**src/rtl/module_division_control_if.sv**
```systemverilog
//------------------------------------------------------------------------------
// module_division_control_if : start/operand request, status and quotient-bit
// strobe bundle for the restoring-division sequencer.
// Revision: 1.0
//------------------------------------------------------------------------------
`default_nettype none

interface module_division_control_if #(
  parameter int WIDTH = 4
);
  localparam int IDX_W = $clog2(WIDTH);

  logic             start;
  logic [WIDTH-1:0] dividendo;
  logic [WIDTH-1:0] divisor;
  logic             busy;
  logic             done;
  logic             err;
  logic [WIDTH-1:0] cociente;
  logic [WIDTH-1:0] residuo;
  logic             q_en;
  logic [IDX_W-1:0] q_idx;
  logic             q_signo;

  modport master (
    output start, dividendo, divisor,
    input  busy, done, err, cociente, residuo, q_en, q_idx, q_signo
  );

  modport slave (
    input  start, dividendo, divisor,
    output busy, done, err, cociente, residuo, q_en, q_idx, q_signo
  );
endinterface

`default_nettype wire

```
**src/rtl/module_division_control.sv**
```systemverilog
//------------------------------------------------------------------------------
// module_division_control : restoring-division sequencer, one quotient bit per
// clock, MSB first. Optional macro DIV_ERR_EN adds a divide-by-zero short cut.
// Revision: 1.0
//------------------------------------------------------------------------------
`default_nettype none

module module_division_control #(
  parameter int WIDTH = 4
) (
  input  wire logic                 clk,
  input  wire logic                 rst_n,
  module_division_control_if.slave  bus
);

  localparam int IDX_W = $clog2(WIDTH);

  typedef enum logic [1:0] {
    S_IDLE = 2'd0,
    S_LOAD = 2'd1,
    S_ITER = 2'd2,
    S_DONE = 2'd3
  } state_t;

  state_t           r_state;
  logic [WIDTH-1:0] r_dvd;
  logic [WIDTH-1:0] r_dvs;
  logic [WIDTH-1:0] r_rem;
  logic [WIDTH-1:0] r_q;
  logic [IDX_W-1:0] r_idx;
  logic [WIDTH-1:0] r_coc;
  logic [WIDTH-1:0] r_res;
`ifdef DIV_ERR_EN
  logic             r_err;
`endif

  logic             w_bit;
  logic [WIDTH-1:0] w_t;
  logic [WIDTH:0]   w_diff;
  logic             w_signo;
  logic [WIDTH-1:0] w_rem_nxt;
  logic [WIDTH-1:0] w_q_nxt;
  logic             w_iter;

  // Trial subtraction for the current bit; the extra MSB of w_diff is the borrow.
  assign w_bit     = r_dvd[r_idx];
  assign w_t       = {r_rem[WIDTH-2:0], w_bit};
  assign w_diff    = {1'b0, w_t} - {1'b0, r_dvs};
  assign w_signo   = w_diff[WIDTH];
  assign w_rem_nxt = w_signo ? w_t : w_diff[WIDTH-1:0];
  assign w_iter    = (r_state == S_ITER);

  always_comb begin
    w_q_nxt        = r_q;
    w_q_nxt[r_idx] = ~w_signo;
  end

  always_ff @(posedge clk or negedge rst_n) begin
    if (!rst_n) begin
      r_state <= S_IDLE;
      r_dvd   <= '0;
      r_dvs   <= '0;
      r_rem   <= '0;
      r_q     <= '0;
      r_idx   <= '0;
      r_coc   <= '0;
      r_res   <= '0;
`ifdef DIV_ERR_EN
      r_err   <= 1'b0;
`endif
    end else begin
      case (r_state)
        S_IDLE: begin
          if (bus.start) begin
            r_dvd   <= bus.dividendo;
            r_dvs   <= bus.divisor;
            r_rem   <= '0;
            r_q     <= '0;
`ifdef DIV_ERR_EN
            r_err   <= 1'b0;
`endif
            r_state <= S_LOAD;
          end
        end
        S_LOAD: begin
`ifdef DIV_ERR_EN
          if (r_dvs == '0) begin
            r_err   <= 1'b1;
            r_coc   <= '1;
            r_res   <= r_dvd;
            r_state <= S_DONE;
          end else begin
            r_idx   <= IDX_W'(WIDTH - 1);
            r_state <= S_ITER;
          end
`else
          r_idx   <= IDX_W'(WIDTH - 1);
          r_state <= S_ITER;
`endif
        end
        S_ITER: begin
          r_rem <= w_rem_nxt;
          r_q   <= w_q_nxt;
          if (r_idx == '0) begin
            // Last bit: publish the results from the same-edge next values.
            r_coc   <= w_q_nxt;
            r_res   <= w_rem_nxt;
            r_state <= S_DONE;
          end else begin
            r_idx <= r_idx - IDX_W'(1);
          end
        end
        S_DONE: begin
          r_state <= S_IDLE;
        end
        default: begin
          r_state <= S_IDLE;
        end
      endcase
    end
  end

  assign bus.busy     = (r_state != S_IDLE);
  assign bus.done     = (r_state == S_DONE);
  assign bus.cociente = r_coc;
  assign bus.residuo  = r_res;
  assign bus.q_en     = w_iter;
  assign bus.q_idx    = w_iter ? r_idx : '0;
  assign bus.q_signo  = w_iter & w_signo;
`ifdef DIV_ERR_EN
  assign bus.err      = r_err;
`else
  assign bus.err      = 1'b0;
`endif

endmodule

`default_nettype wire
```
**src/flat_wrapper.sv**
```systemverilog
// flat-port wrapper written by rule: the top's interface ports become plain ports
module module_division_control_flat 
#(
  parameter int WIDTH = 4
)
  (clk, rst_n, bus_start, bus_dividendo, bus_divisor, bus_busy, bus_done, bus_err, bus_cociente, bus_residuo, bus_q_en, bus_q_idx, bus_q_signo);
  module_division_control_if #(.WIDTH(WIDTH)) bus_i ();
  input  wire logic clk;
  input  wire logic rst_n;
  input wire logic [$bits(bus_i.start)-1:0] bus_start;
  input wire logic [$bits(bus_i.dividendo)-1:0] bus_dividendo;
  input wire logic [$bits(bus_i.divisor)-1:0] bus_divisor;
  output wire logic [$bits(bus_i.busy)-1:0] bus_busy;
  output wire logic [$bits(bus_i.done)-1:0] bus_done;
  output wire logic [$bits(bus_i.err)-1:0] bus_err;
  output wire logic [$bits(bus_i.cociente)-1:0] bus_cociente;
  output wire logic [$bits(bus_i.residuo)-1:0] bus_residuo;
  output wire logic [$bits(bus_i.q_en)-1:0] bus_q_en;
  output wire logic [$bits(bus_i.q_idx)-1:0] bus_q_idx;
  output wire logic [$bits(bus_i.q_signo)-1:0] bus_q_signo;
  assign bus_i.start = bus_start;
  assign bus_i.dividendo = bus_dividendo;
  assign bus_i.divisor = bus_divisor;
  assign bus_busy = bus_i.busy;
  assign bus_done = bus_i.done;
  assign bus_err = bus_i.err;
  assign bus_cociente = bus_i.cociente;
  assign bus_residuo = bus_i.residuo;
  assign bus_q_en = bus_i.q_en;
  assign bus_q_idx = bus_i.q_idx;
  assign bus_q_signo = bus_i.q_signo;
  module_division_control #(.WIDTH(WIDTH)) u_core (.clk(clk), .rst_n(rst_n), .bus(bus_i));
endmodule
```
**config.mk**
```make
export PLATFORM = sky130hd
export DESIGN_NAME = module_division_control_flat
export DESIGN_NICKNAME = d
export VERILOG_FILES = /design/src/rtl/module_division_control_if.sv /design/src/rtl/module_division_control.sv /design/src/flat_wrapper.sv
export SDC_FILE = /design/constraint.sdc
export NUM_CORES = 1
export LEC_CHECK = 0
export ABC_AREA = 1
export CAP_MARGIN = 30
export CORE_MARGIN = 1.5
export CORE_UTILIZATION = 51
export DETAILED_ROUTE_END_ITERATION = 8
export PLACE_DENSITY = 0.81
export SETUP_SLACK_MARGIN = 0.02
export SLEW_MARGIN = 15
export SYNTH_ARGS = -nofsm -noshare
export SYNTH_HDL_FRONTEND = slang
export SYNTH_SLANG_ARGS = --single-unit
```
**constraint.sdc**
```tcl
create_clock -name clk -period 2.95 [get_ports clk]
set_input_delay 0.885 -clock clk [delete_from_list [all_inputs] [get_ports clk]]
set_output_delay 0.885 -clock clk [all_outputs]
set_load 0.01 [all_outputs]
```
==> out/summary.txt <==
final total power: 1.97 mW
Period minus WS final: 2.90 ns
adder-cell share of the synthesized area: 11.8%
TritonCTS Buffers: 3
area grow syn2layout: 26.0%
RSZ-0062 raised after global routing: true
HP Class: flop to flop
XOR/XNOR share of the synthesized area: 0.608%
Synth Area per Inst: 7.79 um2
ANT cells: 0
CTS Hold Buffers Added: 0
Period Utilization, post-route: 98.2%
post-synth top area cell: dfrtp_1
PwrDens: 1080 nW/um2
grt ovf: 0
Filler cells: 247
CP Max Fanout: 4
Synth Area in Compound Gates: 5.30%
CP Class: flop to output pin
I/O pins: 26
routability cong.: 0.812
DR WL/cell: 12.3 um
sequential share of the synthesized area: 45.1%
Routed Antenna Nets: 0
drt first pass iters: 4
DP HPWL: 2190 um
Max IR drop VDD: 0.753 mV
1st-iter DRT viols: 48
Final setup viols: 0
synth unique cells: 18
TritonCTS clock tree: yes
# nets final: 244
fmax: 0.345 GHz
core outline area: 2710 um2
Clk Latency, worst-skew pair: 0.32 ns
vias in the first global route: 1180
CP Launch Type: flop
largest net degree at the start of global routing: 27
final hold vios: 0
clk buf depth: 2
Slew @ Worst Pin: 0.713 ns
met2 global-route usage: 35.5%
first-pass GRT wire length: 4990 um
Syn Nets: 209
Slew HR: 52.0%
leakage: 0.992 nW
pre-CTS setup slack: 0.0113 ns
Tot GR Track Use: 20.2%
Reg area: 651 um2
share of layout cells above drive strength 1: 12.4%
GR Util met1: 24.7%
met3 Track Usage GR: 2.56%
Multi-input gate area: 699 um2
synth top area cells: dfrtp_1 45%, nand2_1 19%, ha_1 10%
Row Count: 19
routed vias/inst: 5.05
die area: 3150 um2
FF+latch count, synth: 26
post-route cell area: 1820 um2
clk sink count: 26
Setup WS post-layout: 0.0539 ns
Die Ht: 56.2 um
CP endpoint kind: output pin
Max Slew Vio Count: 0
CP arrival: 2.01 ns
simple-gate share of the synthesized area: 28.5%
Critical Path RT: 2.07 ns
Layout Skew: 0.00166 ns
clk slew on worst S/H paths: 0.13 ns
gr busiest metal: met2
I/O Buffers: 24
status: finished, final reports clean
Die X: 56.2 um
mux share of post-synthesis cell area: 0%
Cell Area, Synth: 1440 um2
Post-Synthesis Cells: 185
via count: 1257
placed inst area: 1740 um2
root buf cell: clkbuf_4
Routed WL: 3050 um
Synth Warn #: 0
final hold slack: 0.494 ns
htree depth: 1
largest family of logic cells by synthesized area: simple AND/OR/NAND/NOR gates
Initial Util: 53.2%
DRC: 0
max-cap violation count: 0
antenna violations before repair: 0
post-synth top area share: 45.1%
where the power goes:
| part | internal [mW] | switching [mW] |
|---|---|---|
| Combinational | 0.543 | 0.669 |
| Sequential | 0.503 | 0.101 |
| Clock | 0.0480 | 0.104 |
synthesized netlist by cell type, drive strengths merged:
master and instances:
or2 3, nor2 4, nand3 20, a21oi 3, inv 26, o21ai 10, a22oi 1, dfrtp 26
ha 12, conb 1, fa 1, xor2 1, nand2 73, clkinv 1, buf 3
logic make-up (layout without fill, tap and decap cells):
group,Yosys count,after routing
AOI/OAI and AO/OA,14,14
DFF,26,26
buffers and inverters,30,63
adders and majority gates,13,13
and+or+nand+nor,100,100
xor gates and xnor gates,1,1
other,1,1
worst paths after layout:
kind,cells past startpoint,slack [ns],start,endpoint
hold reg to reg,2,0.49,u_core.bus.cociente[1]$_DFFE_PN0P_,u_core.bus.cociente[1]$_DFFE_PN0P_
setup / recovery,11,0.05,u_core.r_idx[0]$_DFFE_PN0P_,bus_q_signo
min in group asynchronous,2,0.91,rst_n,u_core.bus.residuo[2]$_DFFE_PN0P_
max in group asynchronous,2,1.79,rst_n,u_core.r_idx[0]$_DFFE_PN0P_
setup reg to reg,14,0.86,u_core.r_idx[0]$_DFFE_PN0P_,u_core.bus.residuo[0]$_DFFE_PN0P_
hold / removal,2,0.49,u_core.bus.cociente[1]$_DFFE_PN0P_,u_core.bus.cociente[1]$_DFFE_PN0P_
registers in the layout, summed over array words and instances, names as in the netlist:
name / cells
u_core.bus.cociente: 4
u_core.bus.residuo: 4
u_core.r_dvd: 4
u_core.r_dvs: 4
u_core.r_idx: 2
u_core.r_q: 3
u_core.r_rem: 3
u_core.r_state: 2
per-layer routing:
| layer | share of wire, % | vias up |
|---|---|---|
| li1 | - | 634 |
| met1 | 45 | 581 |
| met2 | 48 | 33 |
| met3 | 4.3 | 9 |
| met4 | 2.7 | 0 |
| met5 | 0 | - |
worst max-delay path: stages (launching register included):
cell	delay (ns)
dfrtp_1	0.44
inv_2	0.08
nand2_1	0.06
nand3_2	0.07
nand2_2	0.08
ha_4	0.18
fa_2	0.39
inv_2	0.06
nand3_2	0.07
nand2_2	0.08
nor2_2	0.04
buf_2	0.13
cell type report:
type | count | share of cell area, %
Sequential cell | 26 | 35.8
Tap cell | 31 | 2.14
Multi-Input combinational cell | 129 | 38.5
Timing Repair Buffer | 33 | 16.7
Inverter | 27 | 5.58
Clock buffer | 3 | 1.24
cells in the final DEF, fill, tap and decap left out, drive strengths merged, types with 4 or more instances in the layout:
cell type | Yosys | routed
nor2 | 4 | 4
clkdlybuf4s50 | 0 | 23
o21ai | 10 | 10
dfrtp | 26 | 26
buf | 3 | 10
nand3 | 20 | 20
inv | 26 | 26
nand2 | 73 | 73
ha | 12 | 12
repair_timing:
item                                    in CTS  in global routing
hold endpoints to repair                     0                  0
gates resized for setup                      7                  7
pin swaps                                    0                  4
setup buffers                                1                  3
endpoints found under the setup margin       1                  1
metrics by stage:
step           TNS (ns)  instances  utilization [%]
4_1_cts               0        246             65.2
3_5_place_dp          0        242             64.1
6_report              0        249             67.0
3_3_place_gp          0        242             64.1
2_1_floorplan         0        185                -
5_1_grt         -0.0694        249             67.0
No activity file was read; power rests on OpenSTA's default activity.
